## src/rtl/transceiver_pkg.sv

```systemverilog
`default_nettype none
// ============================================================================
//  Module      : transceiver_pkg
//  Description : Shared widths, DAC midscale code and the 16-entry sine table
//                used by the bit-serial transceiver front end.
//  Contents    : DATA_W, DAC_W, LUT_DEPTH, PHASE_W, DAC_MIDSCALE, SIN_LUT
//  Revision    : 1.0 - initial release
// ============================================================================
package transceiver_pkg;

    localparam int DATA_W    = 8;
    localparam int DAC_W     = 12;
    localparam int LUT_DEPTH = 16;
    localparam int PHASE_W   = $clog2(LUT_DEPTH);
    localparam int CNT_W     = $clog2(DATA_W);

    typedef logic [DAC_W-1:0]   sample_t;
    typedef logic [PHASE_W-1:0] phase_t;

    // Offset-binary zero level of the DAC.
    localparam sample_t DAC_MIDSCALE = DAC_W'(2048);

    // One carrier period: round(2048 + 2047*sin(2*pi*k/16)), k = 0..15.
    localparam sample_t SIN_LUT [LUT_DEPTH] = '{
        12'd2048, 12'd2831, 12'd3495, 12'd3939,
        12'd4095, 12'd3939, 12'd3495, 12'd2831,
        12'd2048, 12'd1265, 12'd601,  12'd157,
        12'd1,    12'd157,  12'd601,  12'd1265
    };

    // Table lookup; kept as a function so callers never index the constant
    // directly with a wider expression.
    function automatic sample_t sin_lookup(input phase_t idx);
        return SIN_LUT[idx];
    endfunction

endpackage : transceiver_pkg
`default_nettype wire

```

## src/rtl/bpsk_modulator.sv

```systemverilog
`default_nettype none
// ============================================================================
//  Module      : bpsk_modulator
//  Description : BPSK modulator. A free-running (enable-gated) phase counter
//                walks the sine table; a 0 bit selects the sample half a
//                period away, i.e. the carrier inverted by 180 degrees.
//  Ports       : clk        - system clock, rising edge
//                arst       - synchronous active-high reset
//                en         - enable; when low phase holds, output idles
//                data       - bit to modulate, sampled on rising clk
//                signal_out - registered offset-binary DAC code
//  Revision    : 1.0 - initial release
// ============================================================================
module bpsk_modulator
    import transceiver_pkg::*;
(
    input  logic             clk,
    input  logic             arst,
    input  logic             en,
    input  logic             data,
    output logic [DAC_W-1:0] signal_out
);

    // Half a carrier period; adding it in PHASE_W bits drops the carry,
    // which is exactly the modulo-16 wrap we want.
    localparam phase_t c_half_turn = PHASE_W'(LUT_DEPTH / 2);

    phase_t  r_phase_q;
    sample_t r_sample_q;

    phase_t  w_phase_d;
    phase_t  w_idx;
    sample_t w_sample_d;

    always_comb begin
        w_idx      = data ? r_phase_q : (r_phase_q + c_half_turn);
        w_phase_d  = r_phase_q;
        w_sample_d = DAC_MIDSCALE;
        if (en) begin
            w_phase_d  = r_phase_q + PHASE_W'(1);
            w_sample_d = sin_lookup(w_idx);
        end
    end

    always_ff @(posedge clk) begin
        if (arst) begin
            r_phase_q  <= '0;
            r_sample_q <= DAC_MIDSCALE;
        end else begin
            r_phase_q  <= w_phase_d;
            r_sample_q <= w_sample_d;
        end
    end

    assign signal_out = r_sample_q;

endmodule : bpsk_modulator
`default_nettype wire

```

## src/rtl/transceiver_top.sv

```systemverilog
`default_nettype none
// ============================================================================
//  Module      : transceiver_top
//  Description : Bit-serial transceiver front end. Deserialises the serial
//                stream into MSB-first words and, in parallel, BPSK-modulates
//                the same stream onto a sine carrier for the DAC.
//  Ports       : clk        - system clock, rising edge
//                arst       - synchronous active-high reset (name historical)
//                en         - enable; when low all state holds
//                data       - serial input bit
//                done       - one-cycle strobe, new word on q
//                q          - last completed received word
//                signal_out - modulated DAC sample, offset binary
//  Revision    : 1.0 - initial release
// ============================================================================
module transceiver_top
    import transceiver_pkg::*;
(
    input  logic              clk,
    input  logic              arst,
    input  logic              en,
    input  logic              data,
    output logic              done,
    output logic [DATA_W-1:0] q,
    output logic [DAC_W-1:0]  signal_out
);

    localparam logic [CNT_W-1:0] c_last_bit = CNT_W'(DATA_W - 1);

    // ------------------------------------------------------------------
    // Receive path: shift register plus bit counter
    // ------------------------------------------------------------------
    logic [DATA_W-1:0] r_shift_q;
    logic [CNT_W-1:0]  r_cnt_q;
    logic [DATA_W-1:0] r_word_q;
    logic              r_done_q;

    logic [DATA_W-1:0] w_shift_d;
    logic [CNT_W-1:0]  w_cnt_d;
    logic [DATA_W-1:0] w_word_d;
    logic              w_word_end;

    always_comb begin
        w_shift_d  = r_shift_q;
        w_cnt_d    = r_cnt_q;
        w_word_end = 1'b0;
        if (en) begin
            w_shift_d  = {r_shift_q[DATA_W-2:0], data};
            // Counter wraps naturally at DATA_W, a power of two.
            w_cnt_d    = r_cnt_q + CNT_W'(1);
            w_word_end = (r_cnt_q == c_last_bit);
        end
        // The completed word includes the bit arriving on this edge.
        w_word_d = w_word_end ? w_shift_d : r_word_q;
    end

    always_ff @(posedge clk) begin
        if (arst) begin
            r_shift_q <= '0;
            r_cnt_q   <= '0;
            r_word_q  <= '0;
            r_done_q  <= 1'b0;
        end else begin
            r_shift_q <= w_shift_d;
            r_cnt_q   <= w_cnt_d;
            r_word_q  <= w_word_d;
            r_done_q  <= w_word_end;
        end
    end

    assign q    = r_word_q;
    assign done = r_done_q;

    // ------------------------------------------------------------------
    // Transmit path
    // ------------------------------------------------------------------
    bpsk_modulator u_bpsk_modulator (
        .clk        (clk),
        .arst       (arst),
        .en         (en),
        .data       (data),
        .signal_out (signal_out)
    );

endmodule : transceiver_top
`default_nettype wire

```

## config.mk

```make
export PLATFORM = sky130hd
export DESIGN_NAME = transceiver_top
export DESIGN_NICKNAME = d
export VERILOG_FILES = /design/src/rtl/transceiver_pkg.sv /design/src/rtl/bpsk_modulator.sv /design/src/rtl/transceiver_top.sv
export SDC_FILE = /design/constraint.sdc
export NUM_CORES = 1
export LEC_CHECK = 0
export CORE_ASPECT_RATIO = 1.1
export CORE_UTILIZATION = 39
export DETAILED_ROUTE_END_ITERATION = 16
export PLACE_DENSITY = 0.63
export SYNTH_ARGS = -nofsm -noshare
export SYNTH_HDL_FRONTEND = slang
export SYNTH_SLANG_ARGS = --single-unit
```

## constraint.sdc

```tcl
create_clock -name clk -period 4.1 [get_ports clk]
set_clock_uncertainty 0.05 [all_clocks]
set_input_delay 1.025 -clock clk [delete_from_list [all_inputs] [get_ports clk]]
set_output_delay 1.025 -clock clk [all_outputs]
set_load 0.1 [all_outputs]
```

# After elaboration in Yosys (flattened, before gate mapping)
# Memories as Yosys holds them, arrays and structs flattened. A register that Yosys moved wholly into a read port is not among the register bits.
# Cells that the tools add are included.
[totals] inputBits=4 n_memories=1 out_inout_bits=21 mem_bits_ro=192 elab_cells=16 ff_bits=24
[memory_table] name="(name not given)" depth=16 word_bits=12 read_ports=1 rd_ports_with_merged_regs=1 write_ports=0 line="transceiver_pkg.sv:34" text="return SIN_LUT[idx];"
[op_classes] n_bitwise=2 n_addsub=3 reduce_logical=1 n_eq_ne=1 n_mux=3
[ops] cell="two-way mux 8 bit" n=1
[ops] cell="inverter 4 -> 5 bit" n=1
[ops] cell="adder 4 x 1 -> 4 bit, second input constant" n=1
[ops] cell="adder 4 bit, second input constant" n=1
[ops] cell="two-way mux 4 bit" n=1
[ops] cell="adder 3 x 1 -> 3 bit, second input constant" n=1
[ops] cell="== test 3 bit, second input constant" n=1
[ops] cell="OR reduction 2 bit" n=1
[ops] cell="two-way mux 1 bit" n=1
[ops] cell="inverter 1 bit" n=1

# Logic depth before layout (Yosys ltp)
[logic_depth] word_depth=3 ltp_mapped=6 depth_no_buf=5

# By module
# A second synthesis with hierarchy kept.
[unflattened] cells_unflattened=150 hier_area_um2=1493.9
[by_module_without_submodules] mod="transceiver_top" cells_per_inst=74 n_inst=1 area_per_inst_um2=780.7
[by_module_without_submodules] mod="bpsk_modulator" cells_per_inst=76 n_inst=1 area_per_inst_um2=713.2

# Worst setup path before layout
# No wires, ideal clock.
[synth_timing] path_type="reg-to-output" start="register, netlist name u_bpsk_modulator.signal_out[5]" end="output port signal_out[10]" path_stages_with_launch=2 arrival_ns=1.356 slack_ns=1.669 t_required_ns=3.025 cell_sequence="dfxtp_1 > buf_4"
[synth_rtl] element="end, declared" line="transceiver_top.sv:25" text="output logic [DAC_W-1:0] signal_out"

# Worst setup path after layout
[layout_timing] start="register r_word_q[0], in the netlist q[0]" end="output port q[0]"
[layout_rtl] element="start, declared" line="transceiver_top.sv:35" text="logic [DATA_W-1:0] r_word_q;"
[layout_rtl] element="start signal, assigned" line="transceiver_top.sv:66" text="r_word_q <= w_word_d;"
[layout_rtl] element="end, declared" line="transceiver_top.sv:24" text="output logic [DATA_W-1:0] q,"
# No word-level cell between the ends.

==> summary.md <==
The tools report the cell area after synthesis as 1410 sq um. The power per cell area was 391 nW/um^2. After Yosys synthesis, XOR and XNOR cells account for 4.25% of the synthesized area. The type of the worst setup path is reg2out.

The tools report the wire length of the first global-routing pass as 4150 um. Traced cell by cell, the critical path runs through clkdlybuf4s50_1. The count of instances resized after the clock tree is built is 0. Headroom to the max-slew limit came out at 34.7%. The final instance count without filler cells was 222; the effective utilization at floorplan was 41.8%.

The via density per instance was 4.82; the number of nets in the finished design was 186. The tools report the clock sink total as 33. VDD sags by at most 0.257 mV. Measured in cells, the most critical reg-to-reg path has a length of 5. The fraction of the mapped netlist area in compound gates works out to 9.65%. The tools report the via count of the first global-routing pass as 962. In this run the post-CTS setup repair buffer count came out at 0. The die boundary width was 59.4 um; the area growth from synthesis to layout was 24.2%. The min-delay analysis places its worst path in the category reg2reg. The violation count after the first detailed-route iteration is 22, and the number of placed I/O pins is 25. In the global route stage, overall resource usage came out at 14.7%. TritonCTS built the clock tree.

The number of slew-limit violations in the final report is 0. Worst min-delay path endpoint: q[3]$_SDFFE_PP0P_. Dividing the synthesized area by the synthesized cell count gives 9.30 sq um.

Final hold analysis gives a worst-case slack of 0.411 ns. Synthesis produced a netlist whose cell count is 152. In this design, the stage delay of the slowest critical-path cell is 1.14 ns. After Yosys synthesis, and, or, nand and nor cells account for 18.6% of the synthesized area. For the worst setup path, the data required time is 3.02 ns. The category of the worst setup path capture point was a primary output. The tools report the pin count of the biggest net entering global routing as 25. The aggregate global routing overflow was 0; the count of cells along the worst hold path was 2.

The tools report the highest attainable clock frequency as 345 MHz. After layout, the design draws a total of 686 uW. For the leakage power summed over all cells, the log shows 0.000666 uW. Setup violations remaining at the end of the flow were counted as 0. The dominant combinational cell family by area after synthesis was simple AND/OR/NAND/NOR gates. STA classifies the critical path startpoint as a flip-flop. For the number of distinct standard cells referenced by the synthesized netlist, the log shows 27.

The library cell used most frequently in the layout, excluding fill and tap cells, is dfxtp_1. The repair_antennas step left the layout with diodes totalling 0. Summed over all nets, the half-perimeter wirelength after detailed placement is 1780 um. The max-cap violation count was 0; the detailed-route DRC error count was 0. The logs give 2460 um for the sum of routed wire length over all layers and 2 for the number of buffers on the longest clock path.

At the placement stage, the worst setup path has a slack of 1.41 ns. Setup total negative slack on the finished layout was measured at 0 ns. In this design, the largest share of critical-path delay is due to buffers and inverters. Sequential cells were found to cover 46.7% of the synthesized design area. Subtracting the final worst setup slack from the clock period gives 2.90 ns. The Yosys warning count is 0, and the number of buffers and inverters on the critical path is 1. The run gives 165 as the number of nets produced by synthesis. Final hold violation count: 0. The count of buffers inserted at the top-level ports was 24; the H-tree depth reported by CTS was 2. The wire length per cell came out at 11.1 um. The core region is 3390 sq um.

In this run, placement finished with an instance count of 214. For the worst-skew pair, the clock arrives at the later sink with an insertion delay of 0.33 ns. The run gives 1071 as the total via count after detailed routing. The final RePlAce weighted congestion came out at 0.820.

The adder and majority cell fraction of the synthesized area came out at 7.96%. The setup check on the worst reg-to-reg path leaves a slack of 2.40 ns. The overall die height is 65.2 um. Number of detailed-routing iterations run before antenna repair: 4. In this run the critical register-to-register path is captured at u_bpsk_modulator.signal_out[6]$_SDFF_PP0_. The number of cell rows was 22. Data arrives at the worst endpoint at 1.82 ns. Startpoint of the lowest-slack hold path: q[3]$_SDFFE_PP0P_. The largest individual stage delay along the critical path comes from the cell clkdlybuf4s50_1. The die covers 3870 sq um. Setup repair after global routing left no endpoint under its margin. CTS placed an instance of clkbuf_4 at the clock tree root. The number of nets with antenna violations after detailed routing was 0. Dividing the final minimum period by the clock period gives 70.6%. In this run, post-CTS hold repair placed 0 buffers. The post-route netlist has 7.47% of its cells at a drive strength greater than 1. Number of antenna violations at the first check in global routing: 0. The maximum net fanout on the critical path is 2. The flow ran to the end, and the final reports show no timing, DRC or antenna violations.

Of the post-synthesis cell area, the part taken by muxes is 7.88%. After clock tree synthesis, the clock-pin slew on the worst setup and hold paths is 0.10 ns. Source of the worst register-to-register timing path: u_bpsk_modulator.r_phase_q[1]$_SDFFE_PP0P_.

In the layout the commonest cells are dfxtp_1 (33), clkdlybuf4s50_1 (24), nand2_1 (17). Counting flops and latches in the post-synthesis netlist gives 33. Total clock buffers created by CTS: 5. The worst path meets setup with 1.20 ns of slack. The slew at the pin closest to its max-slew limit was 0.977 ns.
## registers in the layout (all words and copies together), names as in the netlist
signal / cells
done: 1
q: 8
r_cnt_q: 3
r_shift_q: 7
u_bpsk_modulator.r_phase_q: 4
u_bpsk_modulator.signal_out: 10
## through the flow
step,util (%),area [sq um]
floorplan,-,1410
global placement,49.3,1670
detailed placement,49.3,1670
CTS,51.8,1760
global route,51.8,1760
finish,51.8,1760
## routing by layer
layer  wire, um  track usage, %  vias to the layer above
met5          0               0                        -
met4         46            7.14                        0
met3        117            5.91                        6
met2       1130            24.0                       23
met1       1160            16.2                      488
li1           -               -                      554
## worst max path at each step
stage / from / end / slack, ns / depth (start not counted)
after floorplan: u_bpsk_modulator.signal_out[5]$_SDFF_PP0_ / signal_out[10] / 1.67 / 1
after global placement: data / u_bpsk_modulator.signal_out[6]$_SDFF_PP0_ / 1.46 / 4
after detailed placement: data / u_bpsk_modulator.signal_out[6]$_SDFF_PP0_ / 1.41 / 4
after CTS: q[6]$_SDFFE_PP0P_ / q[6] / 1.19 / 1
after global routing: q[2]$_SDFFE_PP0P_ / q[2] / 1.15 / 1
final: q[0]$_SDFFE_PP0P_ / q[0] / 1.20 / 1
## cells in the mapped netlist
cell,count,area [sq um]
o211ai_1,4,30.0
xnor2_1,4,35.0
o21ai_2,1,8.76
dfxtp_1,33,661
or3_1,1,6.26
xor2_2,1,16.3
a21oi_1,14,70.1
xor2_1,1,8.76
a211oi_1,1,7.51
nand4_1,3,18.8
mux2_2,1,11.3
nor4_1,1,6.26
inv_1,3,11.3
nand2b_1,3,18.8
nor2b_1,3,18.8
and4_1,1,8.76
ha_1,9,113
mux2i_1,10,100
nor2_1,14,52.6
buf_4,2,15.0
o21ai_0,1,5.00
nand2_1,17,63.8
a221oi_2,1,15.0
and2_1,3,18.8
nand3_1,10,50.1
buf_2,5,25.0
clkbuf_1,5,18.8
## logic make-up (layout without fill, tap and decap cells)
group	count (synthesis)	after routing
and+or+nand+nor	56	56
DFF	33	33
AOI/OAI and AO/OA	22	22
buffers and inverters	15	37
muxes	11	11
adders and majority gates	9	9
xor gates and xnor gates	6	6
## layout make-up
type,instances,area (sq um)
repair buffers,26,255
clock inverters,1,30.0
inverters,3,11.3
flip-flops and latches,33,661
clock buffers,7,55.1
fillers,323,1630
multi-input cells,104,683
well taps,48,60.1
## worst min-delay path, stage by stage (launching register included)
cell and delay, ns:
dfxtp_1 0.32, nand2_1 0.05, a21oi_1 0.05
## where the power goes
group / internal (uW) / total, uW / leakage (uW) / switching [uW]
Sequential: 330 / 339 / 0.000268 / 9.13
Clock: 146 / 249 / 0.0000455 / 103
Combinational: 30.5 / 98.2 / 0.000353 / 67.7
Total: 506 / 686 / 0.000666 / 180
Note: power is estimated with default switching activity, not from simulation.
